<file path="src/rtl/sum_display_pkg.sv">
// Shared types and constants for the sum_display block: FSM states,
// conversion length and active-low seven-segment codes.
package sum_display_pkg;

    typedef enum logic [1:0] {
        IDLE,
        SHIFT,
        FINISH
    } state_t;

    localparam int unsigned NUM_SHIFTS = 5;

    localparam logic [6:0] SEG_0     = 7'b1000000;
    localparam logic [6:0] SEG_1     = 7'b1111001;
    localparam logic [6:0] SEG_2     = 7'b0100100;
    localparam logic [6:0] SEG_3     = 7'b0110000;
    localparam logic [6:0] SEG_4     = 7'b0011001;
    localparam logic [6:0] SEG_5     = 7'b0010010;
    localparam logic [6:0] SEG_6     = 7'b0000010;
    localparam logic [6:0] SEG_7     = 7'b1111000;
    localparam logic [6:0] SEG_8     = 7'b0000000;
    localparam logic [6:0] SEG_9     = 7'b0010000;
    localparam logic [6:0] SEG_BLANK = 7'h7F;

endpackage

</file>
<file path="src/rtl/sum_display_seg7.sv">
// Combinational BCD-digit to active-low seven-segment decoder (bit0=a .. bit6=g).
module seg7_decode
    import sum_display_pkg::*;
(
    input  logic [3:0] digit,
    output logic [6:0] seg
);

    always_comb begin
        seg = SEG_BLANK;
        case (digit)
            4'd0:    seg = SEG_0;
            4'd1:    seg = SEG_1;
            4'd2:    seg = SEG_2;
            4'd3:    seg = SEG_3;
            4'd4:    seg = SEG_4;
            4'd5:    seg = SEG_5;
            4'd6:    seg = SEG_6;
            4'd7:    seg = SEG_7;
            4'd8:    seg = SEG_8;
            4'd9:    seg = SEG_9;
            default: seg = SEG_BLANK;
        endcase
    end

endmodule

</file>
<file path="src/rtl/sum_display.sv">
// Converts a 5-bit adder result to two seven-segment digits using a
// sequential double-dabble; displays update once per conversion.
module sum_display
    import sum_display_pkg::*;
#(
    parameter int BLANK_LEADING = 1
) (
    input  logic       CLOCK_50,
    input  logic       RESET,
    input  logic [4:0] SUM,
    input  logic       LOAD,
    output logic       BUSY,
    output logic       DONE,
    output logic [6:0] HEX1,
    output logic [6:0] HEX0
);

    state_t      state, next_state;
    logic [4:0]  sr;
    logic [7:0]  bcd;
    logic [7:0]  bcd_adj;
    logic [2:0]  cnt;
    logic [6:0]  seg_tens, seg_units;

    seg7_decode u_tens  (.digit(bcd[7:4]), .seg(seg_tens));
    seg7_decode u_units (.digit(bcd[3:0]), .seg(seg_units));

    always_comb begin
        next_state = state;
        case (state)
            IDLE:    if (LOAD) next_state = SHIFT;
            SHIFT:   if (cnt == 3'(NUM_SHIFTS - 1)) next_state = FINISH;
            FINISH:  next_state = IDLE;
            default: next_state = IDLE;
        endcase
    end

    // Add-3 correction applied before each shift of {bcd, sr}
    always_comb begin
        bcd_adj[3:0] = (bcd[3:0] >= 4'd5) ? bcd[3:0] + 4'd3 : bcd[3:0];
        bcd_adj[7:4] = (bcd[7:4] >= 4'd5) ? bcd[7:4] + 4'd3 : bcd[7:4];
    end

    always_ff @(posedge CLOCK_50 or posedge RESET) begin
        if (RESET) begin
            state <= IDLE;
            BUSY  <= 1'b0;
            DONE  <= 1'b0;
            HEX1  <= SEG_BLANK;
            HEX0  <= SEG_BLANK;
            sr    <= '0;
            bcd   <= '0;
            cnt   <= '0;
        end else begin
            state <= next_state;
            BUSY  <= (next_state != IDLE);
            DONE  <= 1'b0;
            case (state)
                IDLE: begin
                    if (LOAD) begin
                        sr  <= SUM;
                        bcd <= '0;
                        cnt <= '0;
                    end
                end
                SHIFT: begin
                    bcd <= {bcd_adj[6:0], sr[4]};
                    sr  <= {sr[3:0], 1'b0};
                    cnt <= cnt + 3'd1;
                end
                FINISH: begin
                    HEX1 <= (BLANK_LEADING != 0 && bcd[7:4] == 4'd0) ? SEG_BLANK : seg_tens;
                    HEX0 <= seg_units;
                    DONE <= 1'b1;
                end
                default: ;
            endcase
        end
    end

endmodule

</file>
<file path="config.mk">
export PLATFORM = sky130hd
export DESIGN_NAME = sum_display
export DESIGN_NICKNAME = d
export VERILOG_FILES = /design/src/rtl/sum_display_pkg.sv /design/src/rtl/sum_display_seg7.sv /design/src/rtl/sum_display.sv
export SDC_FILE = /design/constraint.sdc
export NUM_CORES = 1
export LEC_CHECK = 0
export ABC_AREA = 1
export ABC_CLOCK_PERIOD_IN_PS = 1400
export CAP_MARGIN = 20
export CELL_PAD_IN_SITES_DETAIL_PLACEMENT = 2
export CELL_PAD_IN_SITES_GLOBAL_PLACEMENT = 2
export CORE_UTILIZATION = 33
export DETAILED_ROUTE_END_ITERATION = 7
export GPL_ROUTABILITY_DRIVEN = 0
export GPL_TIMING_DRIVEN = 0
export PLACE_DENSITY = 0.82
export SLEW_MARGIN = 20
export SYNTH_ARGS = -nofsm -noshare
export SYNTH_HDL_FRONTEND = slang
export SYNTH_HIERARCHICAL = 1
export SYNTH_SLANG_ARGS = --single-unit
</file>
<file path="constraint.sdc">
create_clock -name CLOCK_50 -period 1.4 [get_ports CLOCK_50]
set_input_delay 0.42 -clock CLOCK_50 [delete_from_list [all_inputs] [get_ports CLOCK_50]]
set_output_delay 0.42 -clock CLOCK_50 [all_outputs]
set_load 0.01 [all_outputs]
</file>
# [Word level (Yosys, flattened, before mapping)]
# Memory sizes are Yosys's and may differ from the RTL's. A register that Yosys moved wholly into a read port is not among the register bits.
# Index checks and enable logic that the tools add are counted.
[word_totals] inputBits=8 register_bits=27 n_memories=2 mem_bits_ro=224
[memory_table] name="(name not given)" depth=16 width=7 read_ports=1 rd_ports_with_merged_regs=0 wr=0 line="sum_display_seg7.sv:11" text="case (digit)"
[memory_table] name="(name not given)" depth=16 width=7 read_ports=1 rd_ports_with_merged_regs=1 wr=0 line="sum_display_seg7.sv:11"
[classes] n_reduce_logical=5 magnitude_cmp=2 n_eq_ne=4 addsub=3 muxes=13
[ops] operator="$pmux 8 s2" n=1
[ops] operator="$pmux 5 s2" n=1
[ops] operator="$ge 4x3->1 const B" n=2
[ops] operator="$mux 8" n=1
[ops] operator="$mux 7" n=1
[ops] operator="$mux 3" n=2
[ops] operator="$pmux 3 s2" n=1
[ops] operator="$mux 5" n=1
[ops] operator="$add 4x2->4 const B" n=1
[ops] operator="$logic_not 4->1" n=1
[ops] operator="$mux 2" n=2
[ops] operator="$mux 4" n=1
[ops] operator="$pmux 2 s2" n=1
[ops] operator="$reduce_bool 2->1" n=2
[ops] operator="$add 3x1->3 const B" n=1
[ops] operator="$add 3x2->3 const B" n=1
[ops] operator="$eq 3x3->1 const B" n=1
[ops] operator="$eq 2x1->1 const B" n=1
[ops] operator="$eq 2x2->1 const B" n=1
[ops] operator="$logic_not 2->1" n=1
[ops] operator="$ne 2x2->1 const B" n=1
[ops] operator="$reduce_and 2->1" n=1
[ops] operator="$mux 1" n=1

# [Longest topological paths before layout]
# Gate-level depths: netlist (run 1).
[logic_depth] depth_word=4 depth_mapped=9 mapped_depth_nobuf=9

# [By module]
# The synthesis (run 1) kept the hierarchy.
[by_module_without_submodules] mod="sum_display" seq_area_each_um2=868.3 area_each_um2=1634.1 instances=1 cells_each=181
[by_module_without_submodules] mod="seg7_decode" seq_area_each_um2=0.0 area_each_um2=187.7 instances=2 cells_each=35

# [Worst setup path before layout (run 1)]
# OpenSTA, ideal clock, no wires.
[synth_timing] kind="register to register" startpoint="register bcd[1]" endpoint="register bcd[1]" slack_ns=0.178 stages_incl_launch_ff=9 n_path_buf=0 period_less_slack_ns=1.222 t_required_ns=1.283 setup_ns=0.117 t_arrival_ns=1.105 path_cell_list="dfrtp_1 -> inv_1 -> ha_1 -> inv_1 -> nand2_1 -> nand3_1 -> nand2_1 -> nand3_1 -> nand2_1"
[synth_via] elab_chain_cells=3
[synth_rtl] element="start, declared" line="sum_display.sv:20" text="logic [7:0] bcd;"
[synth_rtl] element="start signal, assigned" line="sum_display.sv:67" text="bcd <= {bcd_adj[6:0], sr[4]};"
[synth_rtl] element="$ge 4x3->1" line="sum_display.sv:40" text="bcd_adj[3:0] = (bcd[3:0] >= 4'd5) ? bcd[3:0] + 4'd3 : bcd[3:0];"
[synth_rtl] element="$mux 4" line="sum_display.sv:40"
[synth_rtl] element="$pmux 8 s2" line="sum_display.sv:58" text="case (state)"
# No other way between the ends.
# A chain may end at the register's enable or synchronous reset.

# [Worst setup path after layout (run 1)]
[layout_timing] startpoint="register HEX1[2]" endpoint="output port HEX1[2]"
[layout_lines] element="start, declared" line="sum_display.sv:14" text="output logic [6:0] HEX1,"
[layout_lines] element="start signal, assigned" line="sum_display.sv:72" text="HEX1 <= (BLANK_LEADING != 0 && bcd[7:4] == 4'd0) ? SEG_BLANK : seg_tens;"
# No word-level cell between the ends.

==> out/results.tsv, run 1 <==
stage	metric	value	unit
status	status	complete, but fails checks	
status	violations	DRC	
logic_synthesis	synthCells	251	
setup_path	critPathCaptureType	output pin	
clocking	cts.htree.levels	2	
logic_synthesis	yosysWarnings	6	
floorplan	initial_core_util	0.341	
logic_synthesis	muxShareOfSynthArea	0	
logic_synthesis	xor_xnor_fraction_of_synth_area	0	
placed_design	instance_area_at_placement	2330	sq um
clocking	cts.sinks	34	
logic_synthesis	avgSynthCellArea	8.01	sq um
sta	finalClockSkew	0.00659	ns
clocking	tritoncts.num_buffers	5	
logic_synthesis	mappedNetlistNets	275	
logic_synthesis	synth_top_family_by_area	simple AND/OR/NAND/NOR gates	
sta	fmax	734	MHz
power_and_ir_drop	p_switching	2730	uW
logic_synthesis	synth_area_in_adders	0.0996	
placed_design	dp_hpwl	3.58	mm
sta	final_hold_viol_count	0	
job	maxCapViolCount	0	
floorplan	top_level_ports	24	
sta	worst_slew_pin_slew	0.710	ns
worst_hold_path	hold_end	HEX0[6]$_DFFE_PP1P_	
logic_synthesis	synth_seq_cells	34	
setup_path	setup.worst_path.class	register to output pin	
logic_synthesis	post_synth_instance_area	2010	sq um
clocking	cts.hold.buffers_added	0	
drt	final_antenna_net_count	0	
clocking	tritoncts_clock_tree	yes	
power_and_ir_drop	vdd.ir_drop.worst	840	uV
setup_path	worst_path_cell_trace	buf_2	
drt	drt_drc_violations_left	1	
floorplan	core_region_area	5890	sq um
cells_and_area	fillCellCount	701	
sta	timing.final.max_slew_violations	0	
power_and_ir_drop	pwr-share-clk	0.128	
floorplan	fp.dieArea	6410	sq um
logic_synthesis	synth_enable_flop_cells	0	
setup_path	required	0.98	ns
drt	drt-pass1-iter-count	6	
floorplan	die_height	80.0	um
drt	route.detailed.vias_per_inst	4.80	
logic_synthesis	post_synthesis_sequential_area_ratio	0.432	
setup_path	r2r_slack	0.08	ns
power_and_ir_drop	p_int	3290	uW
floorplan	core.rowCount	28	
logic_synthesis	synth_largest_type_area_fraction	0.249	
power_and_ir_drop	power_density	2480	nW/um^2
cells_and_area	area_growth	21.0	%
setup_path	critical_path.startpoint_type	register	
sta	rsz0062_at_grt	yes	
setup_path	cp_data_arrival_time	0.94	ns
power_and_ir_drop	sw_frac_of_total	0.453	
cells_and_area	antennaDiodeCount	0	
grt	largest_net_degree_at_the_start_of_global_routing	35	
worst_hold_path	worstHoldPathCells	2	
setup_path	critical_path.max_fanout	2	
clocking	largest_buffer_count_on_any_clock_path	2	
worst_hold_path	worstHoldPathType	register to register	
setup_path	worst_path_max_delay_cell	dfstp_2	
setup_path	path_buf_inv	1	
logic_synthesis	post_synth_and_or_nand_nor_area_fraction	0.296	
cells_and_area	layout_cells_sized_above_1	0.286	
sta	tns_setup	0	ns
sta	hold-worst-slack	0.460	ns
logic_synthesis	post-synth-top-area-cell	dfrtp_1	
grt	grt_pass1_wl	8.33	mm
grt	initial_antenna_violation_count	0	
logic_synthesis	netlist-cell-type-count	24	
clocking	clkLatencyLatePin	0.29	ns
worst_hold_path	hold_path.startpoint	HEX0[6]$_DFFE_PP1P_	
cells_and_area	final_nets	310	
power_and_ir_drop	power.total	6020	uW
drt	totalWireLength	4.79	mm
placed_design	numPortBuffers	23	
grt	grt_overflow	0	
logic_synthesis	synth.top_cells.by_count	nand2_1, inv_1, nand3_1	
drt	wire_per_inst	13.2	um
sta	period_needed	1.36	ns
setup_path	timing.rr.end	HEX0[5]$_DFFE_PP1P_	
setup_path	rr_startpoint	bcd[0]$_DFFE_PP0P_	
grt	grt_pass1_vias	1789	
clocking	clk_root_buffer_cell	clkbuf_8	
power_and_ir_drop	comb_power_share	0.534	
logic_synthesis	yosys-top-cells-area	dfrtp_1, dfstp_2, nand2_1, ha_1, nand3_1	
setup_path	critical_path.top_delay_family	flip-flops	
power_and_ir_drop	seq_power_share	0.338	
clocking	cts.reportedPaths.clkPinSlew	0.07	ns
sta	finalSetupViolCount	0	
floorplan	die_width	80.0	um
setup_path	critical-path-max-stage-delay	0.53	ns
setup_path	worst_setup_path_startpoint	HEX1[2]$_DFFE_PP1P_	
logic_synthesis	postSynth.asyncResetShare	1.00	
logic_synthesis	synthFlopType	dfrtp_1	
sta	max_slew_margin	0.526	
grt	total_track_usage	0.170	
sta	portion_of_the_clock_cycle_consumed_by_the_worst_path_in_the_final_layout	0.973	
setup_path	timing.reg2reg.worst_path_depth	9	
logic_synthesis	most_instantiated_library_cell_after_synthesis	nand2_1	
logic_synthesis	fraction_of_the_mapped_netlist_area_in_compound_gates	0.0890	
drt	route.vias.total	1739	
power_and_ir_drop	leakage	0.00125	uW
cells_and_area	final_area	2430	sq um
drt	drt_iter0_drc	25	
==> cells by family (layout without fill, tap and decap cells) <==
| family | after synthesis | in the layout |
|---|---|---|
| AOI/OAI and AO/OA | 27 | 27 |
| adders and majority gates | 16 | 16 |
| and+or+nand+nor | 139 | 139 |
| buffers and inverters | 35 | 71 |
| DFF | 34 | 34 |
==> repair_timing <==
item                                    in CTS  in global routing
buffers inserted                             0                  5
endpoints found under the setup margin      28                 11
resized for setup                           64                 10
hold endpoints to repair                     0                  0
pin swaps                                    0                  6
==> layout by cell type, fill, tap and decap left out, drive strengths merged <==
cell / count
nand2: 91
inv: 31
nand3: 23
buf: 23
nor2: 22
dfrtp: 20
ha: 16
dfstp: 14
a21oi: 12
o21ai: 11
clkdlybuf4s50: 7
clkbuf: 7
o22ai: 3
nand4: 2
dlygate4sd2: 2
or2: 1
a31oi: 1
clkinv: 1
==> worst max path at each step <==
stage | end | slack, ns | depth (start not counted)
2_1_floorplan | bcd[1]$_DFFE_PP0P_ | 0.18 | 8
3_3_place_gp | BUSY$_DFF_PP0_ | -0.61 | 2
3_5_place_dp | bcd[4]$_DFFE_PP0P_ | -0.12 | 6
4_1_cts | HEX1[6] | 0.01 | 1
5_1_grt | HEX0[5]$_DFFE_PP1P_ | -0.006 | 9
6_report | HEX1[2] | 0.04 | 1
==> power groups by stage <==
stage          combinational (uW)  clock (uW)  sequential [uW]
2_1_floorplan                2100           0             2090
3_3_place_gp                 3080           0             2060
3_5_place_dp                 3220           0             2090
4_1_cts                      3070         804             2070
5_1_grt                      3690         844             2100
6_report                     3220         771             2030
==> routing by layer <==
metal | GRT usage | part of all wire
met3 | 0.0389 | 0.031
met2 | 0.301 | 0.51
met1 | 0.201 | 0.45
met5 | 0 | 0
met4 | 0.0536 | 0.014
==> through the flow <==
stage	setup WS [ns]	util	cells
after floorplan	0.178	-	251
after global placement	-0.606	0.396	349
after detailed placement	-0.119	0.396	349
after CTS	0.0142	0.402	357
after global routing	-0.00622	0.413	362
final	0.0374	0.413	362
==> area by class of cell <==
class / instances / area [sq um] / share of cell area
Inverter: 31 / 116 / 0.0478
Clock buffer: 7 / 86.3 / 0.0355
Timing Repair Buffer: 28 / 208 / 0.0854
Clock inverter: 1 / 5.00 / 0.00206
Sequential cell: 34 / 873 / 0.359
Tap cell: 75 / 93.8 / 0.0386
Buffer: 4 / 50.0 / 0.0206
Multi-Input combinational cell: 182 / 1000 / 0.411
==> sequential cells by signal, summed over array words and instances (netlist names) <==
name	cells
DONE	1
BUSY	1
bcd	8
cnt	3
HEX1	7
state	2
sr	5
HEX0	7
==> worst register-to-register path, cell delays in order (launching register included) <==
cell	delay, ns
dfrtp_2	0.40
buf_4	0.15
buf_4	0.13
ha_1	0.18
inv_1	0.05
nand2_1	0.06
nand3_1	0.10
nand2_1	0.06
nand2_1	0.07
nand2_1	0.05
(Power assumes the default switching activity.)
==> run 2: changes to the inputs <==
CTS_CLUSTER_SIZE = 25   (was not set)
==> results of run 2 <==
Final layout, timing and power as in run 1 (identical DEF).
==> run 3: changes to the inputs <==
ABC_CLOCK_PERIOD_IN_PS = 1300   (was 1400)
clock period = 1.3 ns   (was 1.4 ns; I/O delays follow)
==> out/results.tsv, run 3 (synthesis gave the netlist of run 1 again) <==
stage	metric	value	unit	change
setup_path	r2r_slack	0	ns	-0.08 ns
worst_hold_path	worstHoldPathCells	2		unchanged
floorplan	top_level_ports	24		unchanged
grt	initial_antenna_violation_count	0		unchanged
cells_and_area	layout_cells_sized_above_1	0.405		+0.119
worst_hold_path	hold_end	HEX0[6]$_DFFE_PP1P_		
clocking	cts.htree.levels	2		unchanged
cells_and_area	area_growth	33.9	%	
sta	fmax	751	MHz	
setup_path	critical_path.startpoint_type	register		
floorplan	die_width	80.0	um	unchanged
cells_and_area	final_area	2690	sq um	+11%
setup_path	timing.rr.end	bcd[5]$_DFFE_PP0P_		
cells_and_area	layout_top_registers	bcd x8, HEX0 x7, HEX1 x7		
status	status	complete, but fails checks		
grt	total_track_usage	0.172		+0.00283
sta	final_hold_viol_count	0		unchanged
sta	hold-worst-slack	0.470	ns	+0.00959 ns
setup_path	setup.worst_path.class	register to output pin		
placed_design	numPortBuffers	23		unchanged
drt	route.detailed.vias_per_inst	4.82		+0.42%
sta	worst_slew_pin_slew	0.736	ns	+0.0259 ns
sta	period_needed	1.33	ns	
drt	drt_drc_violations_left	1		unchanged
setup_path	timing.critical_path.depth	1		unchanged
drt	route.vias.total	1756		+0.98%
setup_path	critPathCaptureType	output pin		
power_and_ir_drop	vdd.ir_drop.worst	924	uV	+9.9%
drt	drt_iter0_drc	47		+88%
setup_path	critical_path.top_delay_family	flip-flops		
clocking	tritoncts_clock_tree	yes		
sta	tns_setup	-0.260	ns	-0.260 ns
sta	finalClockSkew	0.00931	ns	+0.00272 ns
cells_and_area	antennaDiodeCount	0		unchanged
setup_path	required	0.91	ns	-0.07 ns
setup_path	critical-path-max-stage-delay	0.55	ns	+0.02 ns
placed_design	instance_area_at_placement	2330	sq um	unchanged
drt	drt-pass1-iter-count	5		-1
clocking	clkLatencyLatePin	0.30	ns	about the same
placed_design	dp_hpwl	3.58	mm	unchanged
grt	grt_overflow	0		unchanged
power_and_ir_drop	leakage	0.00130	uW	+4.0%
sta	timing.final.max_slew_violations	0		unchanged
clocking	clk_root_buffer_cell	clkbuf_8		
setup_path	cp_data_arrival_time	0.94	ns	about the same
sta	finalSetupViolCount	14		+14
sta	setup_slack	-0.0311	ns	-0.0685 ns
grt	grt_pass1_wl	8.46	mm	+1.6%
clocking	cts.reportedPaths.clkPinSlew	0.08	ns	about the same
status	violations	DRC, setup timing		
cells_and_area	final_nets	312		+0.65%
floorplan	initial_core_util	0.341		unchanged
sta	max_slew_margin	0.509		-0.0173
worst_hold_path	worstHoldPathType	register to register		
grt	grt_pass1_vias	1824		+2.0%
cells_and_area	layout_commonest_cell	nand2_1		
floorplan	core_region_area	5890	sq um	unchanged
setup_path	worst_path_cell_trace	buf_6		
setup_path	path_buf_inv	1		unchanged
setup_path	rr_startpoint	bcd[4]$_DFFE_PP0P_		
setup_path	timing.reg2reg.worst_path_depth	8		-1
cells_and_area	largest_reg_flops	8		unchanged
worst_hold_path	hold_path.startpoint	HEX0[6]$_DFFE_PP1P_		
sta	rsz0062_at_grt	yes		
cells_and_area	most_used_cells_in_the_layout_excluding_fill_and_tap_cells	nand2_1, buf_6, nand3_1		
drt	totalWireLength	5.58	mm	+16%
cells_and_area	registers.top_by_ff_count	bcd		
clocking	cts.sinks	34		unchanged
clocking	largest_buffer_count_on_any_clock_path	2		unchanged
clocking	cts.hold.buffers_added	0		unchanged
power_and_ir_drop	power_density	2760	nW/um^2	+12%
drt	final_antenna_net_count	0		unchanged
clocking	tritoncts.num_buffers	5		unchanged
setup_path	critical_path.max_fanout	2		unchanged
floorplan	core.rowCount	28		unchanged
grt	largest_net_degree_at_the_start_of_global_routing	35		unchanged
cells_and_area	fillCellCount	667		-4.9%
cells_and_area	finalCoreUtilization	0.457		+0.0438
job	maxCapViolCount	0		unchanged
floorplan	fp.dieArea	6410	sq um	unchanged
drt	wire_per_inst	15.3	um	+16%
floorplan	die_height	80.0	um	unchanged
sta	portion_of_the_clock_cycle_consumed_by_the_worst_path_in_the_final_layout	1.02		
setup_path	worst_path_max_delay_cell	dfstp_2		
## run 3: cell count changes in the layout (fill, tap and decap cells not counted), moves of 5 or more
cell | before | now
buf_6 | 4 | 18
buf_2 | 12 | 0
ha_1 | 15 | 6
nand2_1 | 88 | 79
inv_1 | 20 | 14
nand2_2 | 2 | 8
ha_2 | 0 | 5
## run 3: worst max path at each step
stage | to | start | slack [ns]
global route | HEX1[4]$_DFFE_PP1P_ | bcd[4]$_DFFE_PP0P_ | -0.09
CTS | HEX1[6] | HEX1[6]$_DFFE_PP1P_ | -0.04
finish | HEX1[5] | HEX1[5]$_DFFE_PP1P_ | -0.03
floorplan | bcd[1]$_DFFE_PP0P_ | bcd[1]$_DFFE_PP0P_ | 0.08
detailed placement | bcd[4]$_DFFE_PP0P_ | LOAD | -0.19
global placement | BUSY$_DFF_PP0_ | RESET | -0.68
## run 3: cell type report
class	count	area [sq um]	share of cell area
Buffer	4	50.0	0.0186
Clock buffer	7	86.3	0.0321
Clock inverter	1	5.00	0.00186
Inverter	31	126	0.0470
Multi-Input combinational cell	182	1150	0.427
Sequential cell	34	876	0.326
Tap cell	75	93.8	0.0349
Timing Repair Buffer	30	303	0.113
## run 3: per-stage QoR
| step | setup slack (ns) | total power (uW) | instances |
|---|---|---|---|
| floorplan | 0.0776 | 4510 | 251 |
| global placement | -0.676 | 5540 | 349 |
| detailed placement | -0.189 | 5720 | 349 |
| CTS | -0.0419 | 6860 | 362 |
| global route | -0.0933 | 8140 | 364 |
| finish | -0.0311 | 7420 | 364 |
## run 3: metal layers
layer / GRT usage / vias up / wire (um)
li1: - / 862 / -
met1: 0.206 / 861 / 2550
met2: 0.305 / 26 / 2830
met3: 0.0377 / 7 / 128
met4: 0.0536 / 0 / 65
met5: 0 / - / 0
## run 3: worst register-to-register path, delay by kind of cell (launching register included)
family                     cells  cell delay (ns)
and+or+nand+nor                6             0.42
DFF                            1             0.49
buffers and inverters          1             0.09
adders and majority gates      1             0.19
## run 3: timing repair
action	CTS	global route
pin swaps	1	14
setup endpoints to repair	30	34
buffers inserted	5	2
hold endpoints to repair	0	0
gates resized for setup	89	46
gates cloned	0	0
## run 3: report_power, final
part,leakage (uW),switching (uW),internal (uW)
logic,0.000863,2410,1840
clock network,0.0000482,417,428
registers,0.000386,588,1740
==> RTL change 1, RTL diff (settings of run 1) <==
Register the output `DONE` once more, cleared by the reset; this adds one clock of latency there. The other outputs are not delayed to match.
--- a/src/rtl/sum_display.sv
+++ b/src/rtl/sum_display.sv
@@ -14,6 +14,8 @@
     output logic [6:0] HEX1,
     output logic [6:0] HEX0
 );
+
+    logic DONE_s0;
 
     state_t      state, next_state;
     logic [4:0]  sr;
@@ -45,7 +47,7 @@
         if (RESET) begin
             state <= IDLE;
             BUSY  <= 1'b0;
-            DONE  <= 1'b0;
+            DONE_s0 <= 1'b0;
             HEX1  <= SEG_BLANK;
             HEX0  <= SEG_BLANK;
             sr    <= '0;
@@ -54,7 +56,7 @@
         end else begin
             state <= next_state;
             BUSY  <= (next_state != IDLE);
-            DONE  <= 1'b0;
+            DONE_s0 <= 1'b0;
             case (state)
                 IDLE: begin
                     if (LOAD) begin
@@ -71,12 +73,20 @@
                 FINISH: begin
                     HEX1 <= (BLANK_LEADING != 0 && bcd[7:4] == 4'd0) ? SEG_BLANK : seg_tens;
                     HEX0 <= seg_units;
-                    DONE <= 1'b1;
+                    DONE_s0 <= 1'b1;
                 end
                 default: ;
             endcase
         end
     end
 
+    always_ff @(posedge CLOCK_50 or posedge RESET) begin
+        if (RESET) begin
+            DONE <= '0;
+        end else begin
+            DONE <= DONE_s0;
+        end
+    end
+
 endmodule
 
Function: changed (Yosys sat finds a counterexample within 10 cycles, from zero or initial values and one cycle with RESET high).
==> RTL change 1 against run 1 <==
- area after synthesis is 0.75% higher
- largest cell class unchanged
- setup slack hardly changed
- sequential cell count is 1 higher
- wire length is 14% higher
- total power is 4.5% higher
- first-iteration DRC count is 20% lower
- highest routed layer unchanged
- critical path type unchanged
- maximum frequency hardly changed
- design area is 3.3% higher
- core utilization is 1.1 points higher
==> RTL change 1: results (changes against run 1) <==
| Metric | Value |
|---|---|
| Status | completed (was finished, violations left) |
| Maximum number of pins on one net before global-route repair | 36 (was 35) |
| GR Layer Usage met1 | 0.202 (was 0.201) |
| Number of distinct library cells after synthesis | 23 (was 24) |
| Global routing usage summed across all routing layers | 0.187 (was 0.170) |
| Number of nets in the synthesized netlist | 277 (was 275) |
| Total Nets Final | 317 (was 310) |
| Number of cells after detailed placement | 351 (was 349) |
| Post-CTS Repair Setup Buffers | 8 (was 0) |
| Sw Share | 0.446 (was 0.453) |
| Comb pwr share | 0.523 (was 0.534) |
| DR pass1 iterations | 4 (was 6) |
| Area contributors post-synth | dfrtp_1 (26%), dfstp_2 (18%), nand2_1 (17%) (was dfrtp_1 (25%), dfstp_2 (18%), nand2_1 (17%)) |
| Number of DRC violations after detailed-routing iteration 0 | 20 (was 25) |
| End point of the critical path | HEX1[5] (was HEX1[2]) |
| Detailed Place HPWL | 3810 um (was 3580 um) |
| Fraction of the mapped netlist area in compound gates | 0.0803 (was 0.0890) |
| Detailed-routing wirelength on met1 | 2270 um (was 2150 um) |
| Wire length of the first global-routing pass | 9250 um (was 8330 um) |
| Met3 wire len | 117 um (was 149 um) |
| Number of filler instances in the final layout | 686 (was 701) |
| Commonest cells post-synth | nand2_1 (90), inv_1 (24), nand3_1 (23) (was nand2_1 (89), inv_1 (25), nand3_1 (23)) |
| Power after layout | 0.00629 W (was 0.00602 W) |
| Register area share after synthesis | 0.441 (was 0.432) |
| VDD IR max | 789 uV (was 840 uV) |
| Number of global-route vias before repair | 1955 (was 1789) |
| Crit path from | HEX1[5] (was HEX1[2]) |
| Post-Synthesis Mean Instance Area | 8.00 um^2 (was 8.01 um^2) |
## RTL change 1: worst min-delay path by stage
stage          cells after the start   end    start  slack, ps
2_1_floorplan                      0  DONE  DONE_s0        330
3_3_place_gp                       0  DONE  DONE_s0        330
3_5_place_dp                       0  DONE  DONE_s0        350
4_1_cts                            0  DONE  DONE_s0        370
5_1_grt                            0  DONE  DONE_s0        370
6_report                           0  DONE  DONE_s0        360
## RTL change 1: final cells by class
| class | instances | area [um^2] | share of cell area |
|---|---|---|---|
| Sequential cell | 35 | 898 | 0.358 |
| Clock buffer | 6 | 82.6 | 0.0329 |
| Multi-Input combinational cell | 184 | 1000 | 0.399 |
| Timing Repair Buffer | 33 | 239 | 0.0951 |
| Buffer | 4 | 45.0 | 0.0179 |
| Tap cell | 75 | 93.8 | 0.0374 |
| Clock inverter | 2 | 35.0 | 0.0139 |
| Inverter | 30 | 115 | 0.0458 |
==> RTL change 2, RTL diff (settings of run 1) <==
Without the edit above. Add an input register stage for `SUM` and `LOAD`, with the module's reset; this delays them by one clock.
--- a/src/rtl/sum_display.sv
+++ b/src/rtl/sum_display.sv
@@ -15,6 +15,19 @@
     output logic [6:0] HEX0
 );
 
+    logic [4:0] SUM_q;
+    logic LOAD_q;
+
+    always_ff @(posedge CLOCK_50 or posedge RESET) begin
+        if (RESET) begin
+            SUM_q  <= '0;
+            LOAD_q <= '0;
+        end else begin
+            SUM_q  <= SUM;
+            LOAD_q <= LOAD;
+        end
+    end
+
     state_t      state, next_state;
     logic [4:0]  sr;
     logic [7:0]  bcd;
@@ -28,7 +41,7 @@
     always_comb begin
         next_state = state;
         case (state)
-            IDLE:    if (LOAD) next_state = SHIFT;
+            IDLE:    if (LOAD_q) next_state = SHIFT;
             SHIFT:   if (cnt == 3'(NUM_SHIFTS - 1)) next_state = FINISH;
             FINISH:  next_state = IDLE;
             default: next_state = IDLE;
@@ -57,8 +70,8 @@
             DONE  <= 1'b0;
             case (state)
                 IDLE: begin
-                    if (LOAD) begin
-                        sr  <= SUM;
+                    if (LOAD_q) begin
+                        sr  <= SUM_q;
                         bcd <= '0;
                         cnt <= '0;
                     end
Formal check against the unedited RTL: not equivalent (a bounded check fails within 4 cycles, from zero or initial values and one cycle with RESET high).
==> RTL change 2 against run 1 <==
- synthesized cell count increased by 3.2%
- area after synthesis up 6.2%
- design area up 12%
- die area is 6.0% higher
- sequential share of layout area grew 1.7 points
- setup slack worse by 17 ps
- core utilization rose by 3.6 points
- via count rose by 5.3%
- total power is 9.9% higher
- wire length rose by 13%
- count of clock-buffer cells in the layout is 2 lower
- sequential cell count up 6
- largest cell class is now registers
==> RTL change 2: results (changes against run 1) <==
| Metric | Value |
|---|---|
| Proportion of cell area occupied by multi-input gates | 0.364 (was 0.411) |
| Wire length of the first global-routing pass | 9140 um (was 8330 um) |
| Register area share after synthesis | 0.477 (was 0.432) |
| Max_slew headroom | 0.699 (was 0.526) |
| Maximum number of pins on one net before global-route repair | 34 (was 35) |
| Number of cells in the finished layout apart from fillers | 375 (was 362) |
| Num Clock Sinks | 40 (was 34) |
| Synth Area in Adders | 0.0938 (was 0.0996) |
| Detailed Place HPWL | 3840 um (was 3580 um) |
| Crit Reg-Reg Startpoint | bcd[4] (was bcd[0]) |
| Number of non-clock buffers | 37 (was 32) |
| Final Critical Period | 1380 ps (was 1360 ps) |
| Post-layout instance area | 2720 um^2 (was 2430 um^2) |
| Cell class with the largest area share | registers (was multi-input gates) |
| Leakage power figure | 1.37 nW (was 1.25 nW) |
| Fraction of the mapped netlist area in compound gates | 0.0762 (was 0.0890) |
| Clock buffers and inverters, area share | 0.0409 (was 0.0376) |
| Setup clock skew after layout | 10.2 ps (was 6.59 ps) |
| DR pass1 iterations | 4 (was 6) |
| Number of filler instances in the final layout | 696 (was 701) |
| Number of nets in the synthesized netlist | 283 (was 275) |
| End point of the critical path | HEX1[0] (was HEX1[2]) |
| Global routing usage summed across all routing layers | 0.183 (was 0.170) |
| Number of cells after detailed placement | 358 (was 349) |
| Post-detailed-placement cell area | 2480 um^2 (was 2330 um^2) |
| Post-Synthesis Mean Instance Area | 8.24 um^2 (was 8.01 um^2) |
| Count of multi-input combinational gates | 183 (was 182) |
| Count of inverters other than clock inverters in the layout | 32 (was 31) |
| Share of the final layout cell area in sequential cells | 0.376 (was 0.359) |
| Area contributors post-synth | dfrtp_1 (30%), dfstp_2 (17%), nand2_1 (15%) (was dfrtp_1 (25%), dfstp_2 (18%), nand2_1 (17%)) |
| Placement Setup Slack | -89.4 ps (was -119 ps) |
| Number of global-route vias before repair | 1960 (was 1789) |
| Proportion of layout cells with a drive suffix above 1 | 0.293 (was 0.286) |
| Tightest Hold Check Type | input pin to asynchronous set/reset pin (was register to register) |
| Slowest stage delay, CP | 550 ps (was 530 ps) |
| Status | completed (was finished, violations left) |
| Number of DRC violations after detailed-routing iteration 0 | 46 (was 25) |
| Routed via count divided by cell count | 4.88 (was 4.80) |
| Data arrival time at the worst-slack endpoint | 960 ps (was 940 ps) |
| Crit path from | HEX1[0] (was HEX1[2]) |
| Minimum hold slack | 344 ps (was 460 ps) |
[RTL change 2: changes by cell type after synthesis, moves of 3 or more]
| cell | change |
|---|---|
| dfrtp_1 | +6 |
| nor2_2 | -4 |
| o21ai_1 | +4 |
| nand2_1 | -4 |
| o21ai_2 | -3 |
| nor2_1 | +6 |
[RTL change 2: routing by layer]
| metal | track usage | vias to the layer above | routed length (um) |
|---|---|---|---|
| met5 | 0 | - | 0 |
| met4 | 0.0702 | 0 | 95 |
| met3 | 0.0440 | 9 | 145 |
| met2 | 0.330 | 31 | 2850 |
| met1 | 0.208 | 904 | 2340 |
| li1 | - | 887 | - |
[RTL change 2: what timing repair did]
item / in CTS / in global routing
setup endpoints to repair: 28 / 25
setup buffers: 4 / 5
gates resized for setup: 65 / 31
pin swaps: 0 / 1
[RTL change 2: power breakdown]
part,internal (W),switching (W)
Sequential,0.00176,0.000505
Combinational,0.00148,0.00190
Clock,0.000528,0.000440
